**src/rtl/serial_add_ctrl.sv**
```systemverilog
// Bit-serial adder sequencer: accepts two WIDTH-bit operands, adds them LSB first
// one bit per clock through two half adders and a carry flop, then presents the result.
module serial_add_ctrl #(
    parameter int WIDTH = 8
) (
    input  logic             clk,
    input  logic             rst_n,
    input  logic             in_valid,
    output logic             in_ready,
    input  logic [WIDTH-1:0] in_a,
    input  logic [WIDTH-1:0] in_b,
    output logic             out_valid,
    input  logic             out_ready,
    output logic [WIDTH-1:0] out_sum,
    output logic             out_cout,
    output logic             busy
);

    localparam int CW = (WIDTH > 2) ? $clog2(WIDTH) : 1;
    localparam logic [CW-1:0] CNT_ZERO = CW'(0);
    localparam logic [CW-1:0] CNT_ONE  = CW'(1);
    localparam logic [CW-1:0] CNT_LAST = CW'(WIDTH - 1);

    typedef enum logic [1:0] {
        S_IDLE = 2'd0,
        S_RUN  = 2'd1,
        S_DONE = 2'd2
    } state_t;

    // Half adder packed as {carry, sum}.
    function automatic logic [1:0] half_add(input logic x, input logic y);
        return {x & y, x ^ y};
    endfunction

    state_t            state_q, state_d;
    logic [WIDTH-1:0]  a_q, a_d;
    logic [WIDTH-1:0]  b_q, b_d;
    logic [WIDTH-1:0]  res_q, res_d;
    logic [CW-1:0]     cnt_q, cnt_d;
    logic              carry_q, carry_d;
    logic [WIDTH-1:0]  sum_q, sum_d;
    logic              cout_q, cout_d;
    logic [1:0]        h1_s;
    logic [1:0]        h2_s;
    logic              bit_carry_s;

    // State and datapath registers; the result registers are separate from the
    // shift register so the reported sum holds steady until the next completion.
    always_ff @(posedge clk or negedge rst_n) begin
        if (!rst_n) begin
            state_q <= S_IDLE;
            a_q     <= '0;
            b_q     <= '0;
            res_q   <= '0;
            cnt_q   <= CNT_ZERO;
            carry_q <= 1'b0;
            sum_q   <= '0;
            cout_q  <= 1'b0;
        end else begin
            state_q <= state_d;
            a_q     <= a_d;
            b_q     <= b_d;
            res_q   <= res_d;
            cnt_q   <= cnt_d;
            carry_q <= carry_d;
            sum_q   <= sum_d;
            cout_q  <= cout_d;
        end
    end

    // Next-state logic and one bit of serial addition per RUN cycle.
    always_comb begin
        state_d     = state_q;
        a_d         = a_q;
        b_d         = b_q;
        res_d       = res_q;
        cnt_d       = cnt_q;
        carry_d     = carry_q;
        sum_d       = sum_q;
        cout_d      = cout_q;
        h1_s        = half_add(a_q[0], b_q[0]);
        h2_s        = half_add(h1_s[0], carry_q);
        bit_carry_s = h1_s[1] | h2_s[1];

        case (state_q)
            S_IDLE: begin
                if (in_valid) begin
                    a_d     = in_a;
                    b_d     = in_b;
                    carry_d = 1'b0;
                    cnt_d   = CNT_ZERO;
                    state_d = S_RUN;
                end else begin
                    state_d = S_IDLE;
                end
            end
            S_RUN: begin
                res_d   = {h2_s[0], res_q[WIDTH-1:1]};
                carry_d = bit_carry_s;
                a_d     = {1'b0, a_q[WIDTH-1:1]};
                b_d     = {1'b0, b_q[WIDTH-1:1]};
                if (cnt_q == CNT_LAST) begin
                    sum_d   = {h2_s[0], res_q[WIDTH-1:1]};
                    cout_d  = bit_carry_s;
                    state_d = S_DONE;
                end else begin
                    cnt_d   = cnt_q + CNT_ONE;
                    state_d = S_RUN;
                end
            end
            S_DONE: begin
                if (out_ready) begin
                    state_d = S_IDLE;
                end else begin
                    state_d = S_DONE;
                end
            end
            default: begin
                state_d = S_IDLE;
            end
        endcase
    end

    assign in_ready  = (state_q == S_IDLE);
    assign busy      = (state_q == S_RUN);
    assign out_valid = (state_q == S_DONE);
    assign out_sum   = sum_q;
    assign out_cout  = cout_q;

endmodule

```
**config.mk**
```make
export PLATFORM = sky130hd
export DESIGN_NAME = serial_add_ctrl
export DESIGN_NICKNAME = d
export VERILOG_FILES = /design/src/rtl/serial_add_ctrl.sv
export SDC_FILE = /design/constraint.sdc
export NUM_CORES = 1
export LEC_CHECK = 0
export BUFFER_PORTS_ARGS = -buffer_cell sky130_fd_sc_hd__buf_2
export CORE_UTILIZATION = 58
export CTS_CLUSTER_DIAMETER = 200
export DETAILED_ROUTE_END_ITERATION = 12
export HOLD_SLACK_MARGIN = 0.12
export PLACE_DENSITY = 0.88
export SETUP_SLACK_MARGIN = 0.05
export SKIP_CTS_REPAIR_TIMING = 1
export SYNTH_ARGS = -nofsm -noshare
export SYNTH_HDL_FRONTEND = slang
export SYNTH_SLANG_ARGS = --single-unit
```
**constraint.sdc**
```tcl
create_clock -name clk -period 4.04 [get_ports clk]
set_input_delay 0.202 -clock clk [delete_from_list [all_inputs] [get_ports clk]]
set_output_delay 0.202 -clock clk [all_outputs]
set_load 0.01 [all_outputs]
```
==> results.json <==
{
  "status": "complete, but fails checks",
  "violations": "design-rule violations",
  "ir_drop_uv": 445,
  "maxUsedRoutingLayer": "met4",
  "rsz0062_at_grt": "false",
  "synth_area_sq_mm": 0.00175,
  "path_max_fanout": 30,
  "drive_gt1_share_pct": 43.6,
  "start_kind": "flip-flop",
  "portBuffers": 31,
  "grt_max_degree": 39,
  "antenna_found_initial": 0,
  "period_share_pct": 61.5,
  "fin_area_sq_mm": 0.00195,
  "dieArea_sq_mm": 0.00324,
  "met3_length_um": 175,
  "layout_common_cells": "dfrtp_1 (38), buf_2 (31), mux2_2 (16), or4b_1 (14), o221a_2 (14)",
  "wl_met1_mm": 1.47,
  "power_density_mw_per_mm2": 746,
  "fin_skew_ns": 0.0103,
  "synth_top_area_share_pct": 54.4,
  "stdcell_count": 187,
  "power_w": 0.00146,
  "ctsLongestPathBuffers": 2,
  "hold_class": "in -> reg",
  "clkLatencyLatePin_ns": 0.34,
  "max_stage_delay_ns": 0.85,
  "post-route-drc-count": 4,
  "wl_mm": 3.32,
  "area_delta_synth_final_pct": 11.7,
  "ios": 32,
  "worst_slew_margin_rel_pct": 43.1,
  "slowest_stage": "dfrtp_1",
  "critPathBufInv": 2,
  "dp_hpwl_mm": 2.24,
  "fin_crit_ns": 2.48,
  "timing_hold_violations_final": 0,
  "cts_tree": "done",
  "drt-vias-per-instance": 6.30,
  "endpoint_kind": "primary output",
  "yosysUniqueCellTypes": 25,
  "setup_violations": 0,
  "n_fill_cell": 198,
  "max_freq_mhz": 403,
  "wl_per_cell_um": 17.8,
  "postRouteAntennaNets": 0,
  "cp.arrival_ns": 2.28,
  "synth_nets": 150,
  "via_count": 1178,
  "yosys.area.top_type": "dfrtp_1",
  "dr.pass1.iters": 8,
  "crit_required_ns": 3.84,
  "clock-sinks": 38,
  "final_nets": 178,
  "wl_met2_mm": 1.60,
  "drt_iter0_drc": 42,
  "core-area_sq_mm": 0.00281,
  "root_buffer": "clkbuf_4",
  "fp-row-count": 19,
  "place_area_sq_mm": 0.00187,
  "ctsHtreeMaxLevel": 2,
  "worst_slew_pin_slew_ns": 0.853,
  "num_antenna_cells": 0,
  "initial_core_util_pct": 62.3,
  "grt_pass1_vias": 1168,
  "grt_overflow": 0,
  "power.leakage_nw": 0.903,
  "ys_seq_area_share_pct": 54.4,
  "cpLargestDelayFamily": "flip-flops",
  "post-place-cells": 177,
  "grt_pass1_wl_mm": 5.46,
  "avgSynthCellArea_sq_um": 13.8,
  "crit_type": "reg -> out",
  "clkTransAtPathRegs_ns": 0.11,
  "place_congestion": 0.741,
  "track_usage_pct": 22.9,
  "tns_ns": 0,
  "syn-instance-count": 127,
  "cts_buffers": 5,
  "netlist_top_cells_area": "dfrtp_1 (54%), mux2_2 (10%), o221a_2 (9.0%)",
  "die_h_um": 56.9,
  "ys_seq_elements": 38,
  "die_w_um": 56.9,
  "mostFrequentLayoutCell": "dfrtp_1",
  "max_cap_viol_count": 0,
  "final_max_slew_viol_count": 0,
  "ys_warn_count": 0,
  "cp_cell_sequence": "nand2b_1 > inv_1 > buf_2"
}
## Yosys cell counts
| cell | instances |
|---|---|
| mux2_2 | 16 |
| o21bai_1 | 1 |
| nand3_1 | 2 |
| a21oi_1 | 1 |
| nor3b_1 | 2 |
| a211o_1 | 3 |
| nor2_1 | 1 |
| fa_1 | 1 |
| nand3b_1 | 1 |
| o21ai_0 | 1 |
| nor4bb_1 | 2 |
| nand2b_1 | 6 |
| inv_1 | 4 |
| o221a_2 | 14 |
| clkbuf_1 | 2 |
| nor4b_1 | 1 |
| dfrtp_1 | 38 |
| ha_1 | 2 |
| o221ai_1 | 2 |
| a22o_1 | 1 |
| and3_1 | 1 |
| buf_2 | 8 |
| or4b_1 | 14 |
| buf_6 | 2 |
| o21ba_1 | 1 |
## registers in the layout (all words and copies together), names as in the netlist
register  cells
b_q           8
out_cout      1
out_sum       8
carry_q       1
cnt_q         3
state_q       2
a_q           8
res_q         7
## per-stage QoR
step,util (%),setup WS [ns],hold slack (ns)
after floorplan,-,2.50,-0.0936
after global placement,66.7,1.95,0.326
after detailed placement,66.7,1.81,0.338
after CTS,68.9,1.54,-0.0413
after global routing,69.6,1.31,0.207
final,69.6,1.56,0.203
## final cells by class
| cell class | count | area (sq um) | area share [%] |
|---|---|---|---|
| sequential | 38 | 951 | 48.7 |
| multi-input combinational | 73 | 712 | 36.5 |
| timing repair buffer | 33 | 175 | 8.97 |
| clock buffer | 7 | 55.1 | 2.82 |
| tap | 31 | 38.8 | 1.99 |
| inverter | 4 | 15.0 | 0.769 |
| clock inverter | 1 | 5.00 | 0.256 |
## logic make-up after synthesis
logic type,count (synthesis),share of synthesized area [%]
DFF,38,54.4
and+or+nand+nor,30,14.2
AOI/OAI and AO/OA,24,13.6
muxes,16,10.3
buffers and inverters,16,4.87
adders and majority gates,3,2.58
## worst register-to-register path, delay by kind of cell, from the launching register on
kind	cells	cell delay, ns
flops	1	0.85
simple gates	1	0.65
mux	1	0.36
buf+inv	1	0.27
## power breakdown
part,leakage (nW),total (W),internal [W],switching (W)
registers,0.455,0.000713,0.000562,0.000152
logic,0.413,0.000540,0.000314,0.000227
clock network,0.0353,0.000202,0.0000844,0.000118
total,0.903,0.00146,0.000960,0.000496
## metal layers
metal | vias up | track usage (%)
met2 | 33 | 33.4
met5 | - | 0
li1 | 550 | -
met1 | 585 | 31.2
met3 | 10 | 6.68
met4 | 0 | 11.1
## final timing paths
kind | start | endpoint | slack, ns | depth (start not counted)
worst max-delay path | state_q[0] | busy | 1.56 | 3
worst min-delay path | in_b[5] | b_q[5] | 0.20 | 3
worst max register to register | state_q[0] | res_q[1] | 1.81 | 3
worst min register to register | out_sum[7] | out_sum[7] | 0.51 | 1
max in group asynchronous | rst_n | res_q[5] | 3.02 | 2
min in group asynchronous | rst_n | b_q[5] | 0.50 | 2
No activity file was read; power rests on OpenSTA's default activity.
